File: src/rtl/clock_rate_meter.sv
// Measures the period of a slow asynchronous square wave in clk cycles.
// Reports MAX_SPEED / period through a one-bit-per-cycle restoring divider.
module clock_rate_meter #(
  parameter int MAX_SPEED   = 50000000,
  parameter int CNT_W       = 26,
  parameter int SYNC_STAGES = 2
) (
  input  logic             clk,
  input  logic             rst,
  input  logic             sig_in,
  output logic [CNT_W-1:0] period_out,
  output logic [CNT_W-1:0] speed_out,
  output logic             valid,
  output logic             busy,
  output logic             stalled,
  output logic             overrun
);

  // state   | meaning
  // ARM     | waiting for the first rising edge, no period counted yet
  // MEASURE | counter running since the last edge, waiting for the next one
  // DIVIDE  | computing MAX_SPEED / period_out, one quotient bit per cycle
  typedef enum logic [1:0] {ARM, MEASURE, DIVIDE} state_t;

  localparam int BIT_W = $clog2(CNT_W);
  localparam logic [CNT_W-1:0] MAX_V = CNT_W'(MAX_SPEED);

  state_t state;
  logic [SYNC_STAGES-1:0] sync;
  logic hist;
  logic rise;
  logic [CNT_W-1:0] cnt;
  logic [CNT_W-1:0] divisor;
  logic [CNT_W-1:0] quo;
  logic [CNT_W-1:0] rem;
  logic [BIT_W-1:0] bit_cnt;
  logic [CNT_W:0] rem_sh;
  logic [CNT_W:0] rem_sub;
  logic [CNT_W-1:0] quo_nxt;
  logic [CNT_W-1:0] rem_nxt;

  assign rise = sync[SYNC_STAGES-1] & ~hist;

  // quo starts as the dividend and is shifted out MSB-first while quotient bits shift in
  always_comb begin
    rem_sh  = {rem, quo[CNT_W-1]};
    rem_sub = rem_sh - {1'b0, divisor};
    quo_nxt = {quo[CNT_W-2:0], ~rem_sub[CNT_W]};
    rem_nxt = rem_sub[CNT_W] ? rem_sh[CNT_W-1:0] : rem_sub[CNT_W-1:0];
  end

  always_ff @(posedge clk or negedge rst) begin
    if (!rst) begin
      state      <= ARM;
      sync       <= '0;
      hist       <= 1'b0;
      cnt        <= '0;
      divisor    <= '0;
      quo        <= '0;
      rem        <= '0;
      bit_cnt    <= '0;
      period_out <= '0;
      speed_out  <= '0;
      valid      <= 1'b0;
      busy       <= 1'b0;
      stalled    <= 1'b0;
      overrun    <= 1'b0;
    end else begin
      sync  <= {sync[SYNC_STAGES-2:0], sig_in};
      hist  <= sync[SYNC_STAGES-1];
      valid <= 1'b0;

      if (rise)
        cnt <= CNT_W'(1);
      else if (cnt != MAX_V)
        cnt <= cnt + 1'b1;

      case (state)
        ARM: begin
          if (rise)
            state <= MEASURE;
        end
        MEASURE: begin
          if (rise) begin
            period_out <= cnt;
            divisor    <= cnt;
            quo        <= MAX_V;
            rem        <= '0;
            bit_cnt    <= BIT_W'(CNT_W - 1);
            busy       <= 1'b1;
            state      <= DIVIDE;
          end else if (cnt == MAX_V) begin
            stalled    <= 1'b1;
            speed_out  <= '0;
            period_out <= '0;
            state      <= ARM;
          end
        end
        DIVIDE: begin
          quo     <= quo_nxt;
          rem     <= rem_nxt;
          bit_cnt <= bit_cnt - 1'b1;
          if (bit_cnt == '0) begin
            // an edge landing on the final step is the start of the next period, not an overrun
            speed_out <= quo_nxt;
            valid     <= 1'b1;
            stalled   <= 1'b0;
            busy      <= 1'b0;
            state     <= MEASURE;
          end else if (rise) begin
            overrun <= 1'b1;
          end
        end
        default: state <= ARM;
      endcase
    end
  end

endmodule
File: config.mk
export PLATFORM = sky130hd
export DESIGN_NAME = clock_rate_meter
export DESIGN_NICKNAME = d
export VERILOG_FILES = /design/src/rtl/clock_rate_meter.sv
export SDC_FILE = /design/constraint.sdc
export NUM_CORES = 1
export LEC_CHECK = 0
export CORE_UTILIZATION = 51
export CTS_CLUSTER_DIAMETER = 100
export DETAILED_ROUTE_END_ITERATION = 16
export GPL_ROUTABILITY_DRIVEN = 0
export GPL_TIMING_DRIVEN = 0
export PLACE_DENSITY = 0.71
export SYNTH_ARGS = -nofsm -noshare
export SYNTH_HDL_FRONTEND = slang
export SYNTH_SLANG_ARGS = --single-unit
File: constraint.sdc
create_clock -name clk -period 6.89 [get_ports clk]
set_clock_uncertainty 0.1 [all_clocks]
set_input_delay 0.689 -clock clk [delete_from_list [all_inputs] [get_ports clk]]
set_output_delay 0.689 -clock clk [all_outputs]
set_load 0.01 [all_outputs]
==> reports/qor.csv <==
metric,value,unit
period_needed,3.550,ns
cp-end-kind,flop,
diodes,0,
first_iter_violations,435,
finalMaxSlewViolations,0,
async_flop_share,100.0,%
relSlewSlack,42.31,%
area_delta_synth_final,18.12,%
yosysSeqAreaShare,52.16,%
die_h,128.5,um
synthesis.area,8155,sq um
post-dp-hpwl,13880,um
final_area,9633,sq um
ys.flop_type,dfrtp_1,
fill_cells,1343,
finalCritPeriodShare,51.52,%
final_hold_viol_count,0,
htreeDepth,4,
worst_slew_pin_slew,0.8545,ns
drive_gt1_share,4.458,%
crit_arrival,3.76,ns
fp.coreArea,15430,sq um
path_max_fanout,10,
whs,0.1341,ns
netlist_instances,896,
synth_seq_cells,170,
overflow,0,
power_density,408.7,nW/um^2
synth_edf_count,0,
row_count,45,
ant_nets,0,
start_kind,flop,
ctsResizeCount,0,
dr.pass1.iters,5,
finalWirelength,19320,um
avgViaCountPerCell,5.552,
syn_area_per_cell,9.102,sq um
status,"complete, no violations",
first_global_vias,6560,
grt_max_degree,91,
grt_pass1_wl,32620,um
worstPathRequired,7.10,ns
setup_tns,0,ns
die-width,128.5,um
synth_xor_area_share,4.480,%
antenna_found_initial,0,
drt-wirelength-per-cell,16.13,um
ctsHoldBuffers,0,
peakVddDrop,0.0002949,V
port_buffers,58,
setup_ws,3.340,ns
drc_errors,0,
clock_tree.root_cell,clkbuf_16,
rsz0062_at_grt,no,
cts_buffers,17,
holdCritPathClass,in -> async,
synth_mux_area_share,0.1227,%
leakage,4.508,nW
cts_tree,yes,
start_util,52.86,%
yosysWarnings,0,
cts.sinks,170,
power,0.003937,W
clk_pin_slew,0.07,ns
synth_top_family_by_area,simple AND/OR/NAND/NOR gates,
setup-violations-final,0,
criticalPathCategory,reg -> reg,
place_area,9032,sq um
synth.distinct_cells,52,
synthAdderAreaFrac,4.848,%
grt_util_all_layers,25.54,%
nets,1008,
cts_max_path_buffers,2,
clock_latency,0.43,ns
dp_slack,3.413,ns
ios,59,
cts_setup_buffers,0,
timing.fmax,0.2817,GHz
drv_cap,0,
synth_compound_area_share,12.81,%
syn-num-nets,930,
dieArea,16500,sq um
vias,6651,
yosys.area_share.simple,21.71,%
-- report_power, final --
group          internal, W  switching, W  leakage (nW)
Clock             0.000553      0.000425         0.289
Combinational     0.000620       0.00102          1.95
Sequential         0.00118      0.000136          2.27
Total              0.00235       0.00158          4.51
-- per-stage QoR --
| step | utilization, % | instances |
|---|---|---|
| after floorplan | - | 896 |
| after CTS | 62.44 | 1198 |
| final | 62.44 | 1198 |
| after global placement | 58.34 | 1165 |
| after detailed placement | 58.55 | 1166 |
| after global routing | 62.44 | 1198 |
-- critical path: stages, from the launching register on --
cell and delay (ns):
dfrtp_1 0.39, inv_1 0.09, ha_1 0.18, fa_1 0.22, nor2b_1 0.07, o31a_1 0.29
o31ai_1 0.51, a21o_1 0.27, o311ai_4 0.15, xnor2_2 0.57, buf_2 0.38, nand3_1 0.10
o311ai_0 0.11
-- cell usage in the layout (no fill, tap or decap), drive strengths merged, types with 29 or more instances in the layout --
cell type,synthesis,final
nand2,217,217
dfrtp,170,170
o21ai,81,81
nand3,75,75
clkdlybuf4s50,0,57
nor2,51,51
clkbuf,31,49
inv,43,48
ha,30,30
a21oi,29,29
-- cell type report --
class / instances / area [sq um] / area share, %
Clock buffer: 18 / 439.2 / 4.559
Buffer: 40 / 153.9 / 1.598
Tap cell: 211 / 264.0 / 2.741
Timing Repair Buffer: 59 / 613.1 / 6.364
Inverter: 43 / 161.4 / 1.676
Multi-Input combinational cell: 643 / 3586 / 37.23
Clock inverter: 14 / 161.4 / 1.676
Sequential cell: 170 / 4254 / 44.16
-- synthesized netlist by cell type (all sizes together) (4+ instances only) --
cell / count / area share [%]
buf: 9 / 0.46
nor3: 9 / 0.55
o31a: 4 / 0.43
or2: 4 / 0.31
ha: 30 / 4.6
a21oi: 29 / 1.8
clkbuf: 31 / 1.4
and3: 6 / 0.46
dfrtp: 170 / 52
nand4: 7 / 0.54
o311ai: 4 / 0.64
nand2: 217 / 10
o31ai: 4 / 0.37
o211ai: 6 / 0.55
o21a: 8 / 0.74
nand3: 75 / 4.6
a32oi: 5 / 0.54
a21o: 6 / 0.55
o21ai: 81 / 5.0
and4: 6 / 0.64
nor2: 51 / 2.3
xor2: 22 / 2.5
xnor2: 18 / 2.0
inv: 43 / 2.0
nor2b: 7 / 0.54
a31oi: 4 / 0.31
-- sequential cells by signal, summed over array words and instances (netlist names), 2 cells and up --
register,flops
sync,2
quo,26
rem,26
state,2
speed_out,26
cnt,26
period_out,26
bit_cnt,5
divisor,26
-- cell families after synthesis --
logic type | Yosys count
adders and majority gates | 31
AOI/OAI and AO/OA | 169
buffers and inverters | 83
DFF | 170
xor gates and xnor gates | 40
muxes | 1
and+or+nand+nor | 402
-- per-layer routing --
layer	global-route usage, %	up-vias	part of all wire (%)
met5	0	-	0
met3	4.532	19	4.3
li1	-	3209	-
met1	35.90	3274	47
met2	41.08	149	48
met4	6.713	0	1.1
-- final timing paths --
kind | cells past startpoint | start | to | slack, ns
setup reg to reg | 12 | quo[25]$_DFFE_PN0P_ | rem[0]$_DFFE_PN0P_ | 3.34
hold / removal | 1 | rst | period_out[17]$_DFFE_PN0P_ | 0.13
min in group clk | 0 | sync[0]$_DFF_PN0_ | sync[1]$_DFF_PN0_ | 0.25
setup / recovery | 12 | quo[25]$_DFFE_PN0P_ | rem[0]$_DFFE_PN0P_ | 3.34
max in group asynchronous | 2 | rst | speed_out[17]$_DFFE_PN0P_ | 5.70
hold reg to reg | 0 | sync[0]$_DFF_PN0_ | sync[1]$_DFF_PN0_ | 0.25
No activity file was read; power rests on OpenSTA's default activity.
